==> config.mk <==
export PLATFORM = sky130hd
export DESIGN_NAME = vec_alu_pipe
export DESIGN_NICKNAME = d
export VERILOG_FILES = /design/src/rtl/vec_alu_pkg.sv /design/src/rtl/vec_alu_lane.sv /design/src/rtl/vec_alu_pipe.sv
export SDC_FILE = /design/constraint.sdc
export NUM_CORES = 1
export LEC_CHECK = 0
export CORE_MARGIN = 2
export CORE_UTILIZATION = 53
export CTS_CLUSTER_DIAMETER = 30
export CTS_CLUSTER_SIZE = 8
export DETAILED_ROUTE_END_ITERATION = 8
export PLACE_DENSITY = 0.83
export SYNTH_ARGS = -nofsm -noshare
export SYNTH_HDL_FRONTEND = slang
export SYNTH_SLANG_ARGS = --single-unit
==> constraint.sdc <==
create_clock -name clk -period 3.7 [get_ports clk]
set_input_delay 0.555 -clock clk [delete_from_list [all_inputs] [get_ports clk]]
set_output_delay 0.555 -clock clk [all_outputs]
set_load 0.02 [all_outputs]
==> src/rtl/vec_alu_pkg.sv <==
// Shared op encoding for the vector/scalar EX-stage ALU and its control.
package vec_alu_pkg;

  localparam int unsigned OP_W = 3;

  localparam logic [OP_W-1:0] OP_ADD  = 3'd0;
  localparam logic [OP_W-1:0] OP_SUB  = 3'd1;
  localparam logic [OP_W-1:0] OP_AND  = 3'd2;
  localparam logic [OP_W-1:0] OP_OR   = 3'd3;
  localparam logic [OP_W-1:0] OP_XOR  = 3'd4;
  localparam logic [OP_W-1:0] OP_ADDS = 3'd5;
  localparam logic [OP_W-1:0] OP_SUBS = 3'd6;
  localparam logic [OP_W-1:0] OP_SLTU = 3'd7;

endpackage

==> src/rtl/vec_alu_lane.sv <==
// One combinational ALU slice of arbitrary width; used per SIMD lane and for scalar mode.
module vec_alu_lane
  import vec_alu_pkg::*;
#(
  parameter int unsigned WIDTH = 8
) (
  input  logic [OP_W-1:0]  i_op,
  input  logic [WIDTH-1:0] i_a,
  input  logic [WIDTH-1:0] i_b,
  output logic [WIDTH-1:0] o_y_c
);

  logic [WIDTH:0] w_sum;
  logic [WIDTH:0] w_diff;

  // Top bit of each extended result is carry-out / borrow respectively.
  assign w_sum  = {1'b0, i_a} + {1'b0, i_b};
  assign w_diff = {1'b0, i_a} - {1'b0, i_b};

  always_comb begin
    o_y_c = w_sum[WIDTH-1:0];
    case (i_op)
      OP_ADD:  o_y_c = w_sum[WIDTH-1:0];
      OP_SUB:  o_y_c = w_diff[WIDTH-1:0];
      OP_AND:  o_y_c = i_a & i_b;
      OP_OR:   o_y_c = i_a | i_b;
      OP_XOR:  o_y_c = i_a ^ i_b;
      OP_ADDS: o_y_c = w_sum[WIDTH] ? '1 : w_sum[WIDTH-1:0];
      OP_SUBS: o_y_c = w_diff[WIDTH] ? '0 : w_diff[WIDTH-1:0];
      OP_SLTU: o_y_c = {{(WIDTH-1){1'b0}}, w_diff[WIDTH]};
      default: o_y_c = w_sum[WIDTH-1:0];
    endcase
  end

endmodule

==> src/rtl/vec_alu_pipe.sv <==
// Two-stage EX ALU: LANES-wide SIMD or full-width scalar, valid/ready handshake with flush.
module vec_alu_pipe
  import vec_alu_pkg::*;
#(
  parameter int unsigned LANES  = 4,
  parameter int unsigned LANE_W = 8,
  parameter int unsigned TAG_W  = 4
) (
  input  logic                      clk,
  input  logic                      rst,
  input  logic                      in_valid,
  output logic                      in_ready,
  input  logic [OP_W-1:0]           op,
  input  logic                      vect,
  input  logic                      imm_sel,
  input  logic [LANES*LANE_W-1:0]   a,
  input  logic [LANES*LANE_W-1:0]   b,
  input  logic [LANE_W-1:0]         imm,
  input  logic [TAG_W-1:0]          tag_in,
  input  logic                      flush,
  output logic                      out_valid,
  input  logic                      out_ready,
  output logic [LANES*LANE_W-1:0]   result,
  output logic                      zero,
  output logic [LANES-1:0]          lane_zero,
  output logic [TAG_W-1:0]          tag_out
);

  localparam int unsigned W = LANES * LANE_W;

  logic            r_v1;
  logic [OP_W-1:0] r_op;
  logic            r_vect;
  logic [TAG_W-1:0] r_tag1;
  logic [W-1:0]    r_a;
  logic [W-1:0]    r_b;

  logic            r_v2;
  logic [W-1:0]    r_result;
  logic            r_zero;
  logic [LANES-1:0] r_lane_zero;
  logic [TAG_W-1:0] r_tag2;

  logic            w_adv1;
  logic            w_adv2;
  logic [W-1:0]    w_bsel;
  logic [W-1:0]    w_vec;
  logic [W-1:0]    w_scl;
  logic [W-1:0]    w_res;
  logic [LANES-1:0] w_lane_zero;

  assign w_adv2   = !r_v2 || out_ready;
  assign w_adv1   = !r_v1 || w_adv2;
  assign in_ready = w_adv1;

  // Immediate is broadcast per lane in SIMD mode, zero-extended in scalar mode.
  assign w_bsel = imm_sel ? (vect ? {LANES{imm}} : W'(imm)) : b;

  for (genvar k = 0; k < LANES; k++) begin : g_lane
    vec_alu_lane #(.WIDTH(LANE_W)) u_lane (
      .i_op  (r_op),
      .i_a   (r_a[k*LANE_W +: LANE_W]),
      .i_b   (r_b[k*LANE_W +: LANE_W]),
      .o_y_c (w_vec[k*LANE_W +: LANE_W])
    );
    assign w_lane_zero[k] = ~|w_res[k*LANE_W +: LANE_W];
  end

  vec_alu_lane #(.WIDTH(W)) u_scalar (
    .i_op  (r_op),
    .i_a   (r_a),
    .i_b   (r_b),
    .o_y_c (w_scl)
  );

  assign w_res = r_vect ? w_vec : w_scl;

  // Stage 1: operand register.
  always_ff @(posedge clk or posedge rst) begin
    if (rst) begin
      r_v1   <= 1'b0;
      r_op   <= '0;
      r_vect <= 1'b0;
      r_tag1 <= '0;
      r_a    <= '0;
      r_b    <= '0;
    end else begin
      if (flush) begin
        r_v1 <= 1'b0;
      end else if (w_adv1) begin
        r_v1 <= in_valid;
      end
      if (w_adv1 && in_valid) begin
        r_op   <= op;
        r_vect <= vect;
        r_tag1 <= tag_in;
        r_a    <= a;
        r_b    <= w_bsel;
      end
    end
  end

  // Stage 2: result register; outputs come straight from here.
  always_ff @(posedge clk or posedge rst) begin
    if (rst) begin
      r_v2        <= 1'b0;
      r_result    <= '0;
      r_zero      <= 1'b1;
      r_lane_zero <= '1;
      r_tag2      <= '0;
    end else begin
      if (flush) begin
        r_v2 <= 1'b0;
      end else if (w_adv2) begin
        r_v2 <= r_v1;
      end
      if (w_adv2 && r_v1) begin
        r_result    <= w_res;
        r_zero      <= ~|w_res;
        r_lane_zero <= w_lane_zero;
        r_tag2      <= r_tag1;
      end
    end
  end

  assign out_valid = r_v2;
  assign result    = r_result;
  assign zero      = r_zero;
  assign lane_zero = r_lane_zero;
  assign tag_out   = r_tag2;

endmodule

==> reports/results.ini <==
[worst_hold_path]
hold_depth=2
worstHoldPathType=register to register

[die]
die_h_um=154
ios=129
core_area_um2=22000
die_w_um=154
die-area_um2=23700
initial_core_util_pct=54.2
placementRows=54

[sta]
finalSetupTns_ps=-41.8
worst_slew_pin_slew_ps=1070
maxSlewViolCount=0
clock_skew_ps=17.0
slew_headroom_pct=28.3
max_freq_mhz=267
setup_viol=1
fin_crit_sh_pct=101
hold_viol=0
rsz0062_at_grt=yes
min_period_ps=3740
fin_ws_ps=-41.8

[layout]
post-route-cell-area_um2=16100
post-route-util_pct=73.5
area_delta_synth_final_pct=35.6
drive_above_1_share_pct=24.5
num_antenna_cells=0
nets=2017

[clock_network]
clk_pin_slew_ps=70
htreeDepth=4
clk_latency_ps=430
postCtsHoldBufs=0
cts_buffers=17
numClockSinks=115
clockBufferDepth=2
cts_tree=built
cts_root_buf=clkbuf_16

[critical_path]
ff2ff_path_depth=17
cp_num_cells=17
startpoint=r_b[2]
crit_buf_inv=5
worstSetupEndpointType=register
worst-setup-path-type=register to register
crit_path_cell_trace=buf_4 -> ha_1 -> buf_4 -> a211oi_2 -> buf_4 -> o211ai_1 -> nand4_1 -> buf_4 -> a41oi_1 -> buf_4 -> xnor2_2 -> o211ai_1 -> a221oi_2 -> o31ai_2 -> nor2_4 -> nand4_1 -> o41ai_2
crit_top_cell=buf_4
worst_path_largest_cell_delay_ps=400
worstPathRequired_ps=4030
cp.arrival_ps=4070
cp-endpoint=zero
cp-start-kind=register
r2r_start=r_b[2]
crit_slowest_cell=dfrtp_1
cp_top_family=compound AO/OA/AOI/OAI gates
cp_max_fo=4
regToRegEndpoint=zero
regToRegSetupSlack_ps=-40

[placed_design]
port_buffers=128
gp_congestion=1.03
dpl-instance-area_um2=15100
dpl.hpwl_um=37800

[drt]
drt_wl_total_um=48300
drcViolationCount=0
viasPerCell=6.31
drt_first_pass_iters=6
antenna_left=0
routedWlPerCell_um=22.8
drt_iter0_drc=1673
dr_total_vias=13357

[power_and_ir_drop]
leakage_nw=7.10
ir_worst_vdd_v=0.000342
switching_share_pct=43.8
internal_power_mw=4.66
seqPwrFrac_pct=19.7
power_frac_clock_pct=20.8
p_comb_share_pct=59.4
fin_total_pwr_mw=8.29
p_switching_mw=3.63
power_per_cell_area_nw_per_um2=514

[status]
violations=negative setup slack
status=finished, violations left

[run]
drv_cap=0

[yosys]
ys_async_sr_fraction_pct=100
yosysSeqAreaShare_pct=24.2
synth_nets=1692
syn-cell-area_um2=11900
syn_inst=1499
syn_area_per_cell_um2=7.94
ys_ff_latch=115
ys_types=97
synth_edf_count=0
ys_warn_count=0
synth_flop_cell=dfrtp_1

[global_route]
antenna_found_initial=0
grt.busiest_layer=met2
gr-usage-met2_pct=61.9
grtUsageTotal_pct=40.3
grt_pass1_vias=12817
use_met1_pct=56.9
grt_pass1_wl_um=74100
grt_max_degree=64
gr-usage-met3_pct=8.79
overflow=0

## cell usage after synthesis (13+ instances only)
cell | n | area [um2]
ha_1 | 99 | 1240
o21ai_1 | 18 | 90.1
buf_2 | 21 | 105
nand3_1 | 16 | 80.1
clkbuf_1 | 55 | 206
nand4_1 | 19 | 119
o22a_1 | 14 | 123
dfrtp_1 | 110 | 2750
xnor2_1 | 66 | 578
a22oi_1 | 33 | 248
o22ai_1 | 24 | 150
mux2_2 | 41 | 462
a31oi_1 | 19 | 119
nor2b_1 | 14 | 87.6
o31ai_1 | 20 | 150
o211ai_1 | 20 | 150
nand2_1 | 182 | 683
nand2b_1 | 13 | 81.3
nor2_1 | 74 | 278
inv_1 | 105 | 394
a211oi_1 | 13 | 97.6
a21oi_1 | 153 | 766
nor3_1 | 18 | 90.1
o21ai_0 | 97 | 485
## cell families (layout without fill, tap and decap cells)
| kind of cell | count (synthesis) | count (layout) | share of synthesized area (%) |
|---|---|---|---|
| flip-flops | 115 | 115 | 24.2 |
| adder cells (fa/ha/maj) | 107 | 107 | 11.8 |
| AND/OR/NAND/NOR | 402 | 402 | 16.2 |
| AO/OA/AOI/OAI | 542 | 542 | 30.6 |
| multiplexers | 53 | 53 | 4.89 |
| buffers and inverters | 211 | 549 | 7.27 |
| XOR/XNOR | 69 | 69 | 5.08 |
## routing by layer
layer | routed length, um | part of all wire [%]
met3 | 5240 | 11
met2 | 21200 | 44
met4 | 1270 | 2.6
met5 | 0 | 0
met1 | 20600 | 43
## flip-flops by register name, summed over array words and instances, names as in the netlist
signal	cells
tag_out	4
r_vect	1
r_a	32
r_op	3
r_v1	1
lane_zero	4
zero	1
r_tag1	4
r_b	32
result	32
out_valid	1
## how the worst min path moves through the flow
| stage | from | slack, ps | endpoint |
|---|---|---|---|
| 6_report | lane_zero[1] | 470 | lane_zero[1] |
| 5_1_grt | lane_zero[1] | 490 | lane_zero[1] |
| 4_1_cts | lane_zero[1] | 470 | lane_zero[1] |
| 3_5_place_dp | lane_zero[1] | 460 | lane_zero[1] |
| 3_3_place_gp | r_tag1[3] | 450 | tag_out[3] |
| 2_1_floorplan | r_tag1[0] | 430 | tag_out[0] |
## final cells by class
| cell class | count | area, um2 |
|---|---|---|
| Clock buffer | 18 | 439 |
| Sequential cell | 115 | 2890 |
| Inverter | 115 | 437 |
| Multi-Input combinational cell | 1173 | 8440 |
| Tap cell | 280 | 350 |
| Clock inverter | 14 | 155 |
| Timing Repair Buffer | 402 | 3430 |
| Fill cell | 1694 | 5820 |
## tightest hold or removal path: stages (launching register included)
cell and delay [ps]:
dfstp_2 370, nand2_1 40, o21ai_1 50
## through the flow
| stage | hold WS, ps | instances | setup WS [ps] |
|---|---|---|---|
| 6_report | 465 | 2117 | -41.8 |
| 5_1_grt | 486 | 2117 | -163 |
| 4_1_cts | 468 | 2103 | -109 |
| 2_1_floorplan | 433 | 1499 | 109 |
| 3_3_place_gp | 448 | 2071 | 26.8 |
| 3_5_place_dp | 460 | 2071 | -121 |
## what timing repair did
| item | CTS | global route |
|---|---|---|
| setup buffers | 0 | 14 |
| pin swaps | 0 | 24 |
| endpoints found under the setup margin | 5 | 11 |
| gates resized for setup | 4 | 60 |
## power groups by stage
stage               Combinational, mW  Sequential (mW)  Clock, mW
floorplan                        2.42             1.79          0
global placement                 4.50             1.64          0
detailed placement               4.57             1.65          0
CTS                              4.61             1.63       1.72
global route                     5.22             1.66       1.78
finish                           4.93             1.63       1.73
## layout by cell type, fill, tap and decap left out, drive strengths merged, types with 6 or more instances in the layout
cell,n
a31o,8
clkdlybuf4s50,128
mux2i,12
dfrtp,110
o221ai,11
nand3,17
a21oi,155
a21boi,9
nor3,19
and2,10
nand2b,13
a31oi,23
o31ai,20
o22a,14
nor2,76
o211ai,22
nand4,19
o311ai,8
o21a,10
a21o,9
mux2,41
nor4,17
a211o,6
nor2b,14
a211oi,14
and3,11
inv,117
o21bai,13
fa,8
buf,274
ha,99
o22ai,25
xnor2,66
clkinv,8
o31a,6
or3,8
nand2,183
a22oi,34
o21ai,115
clkbuf,18
(Power assumes the default switching activity.)
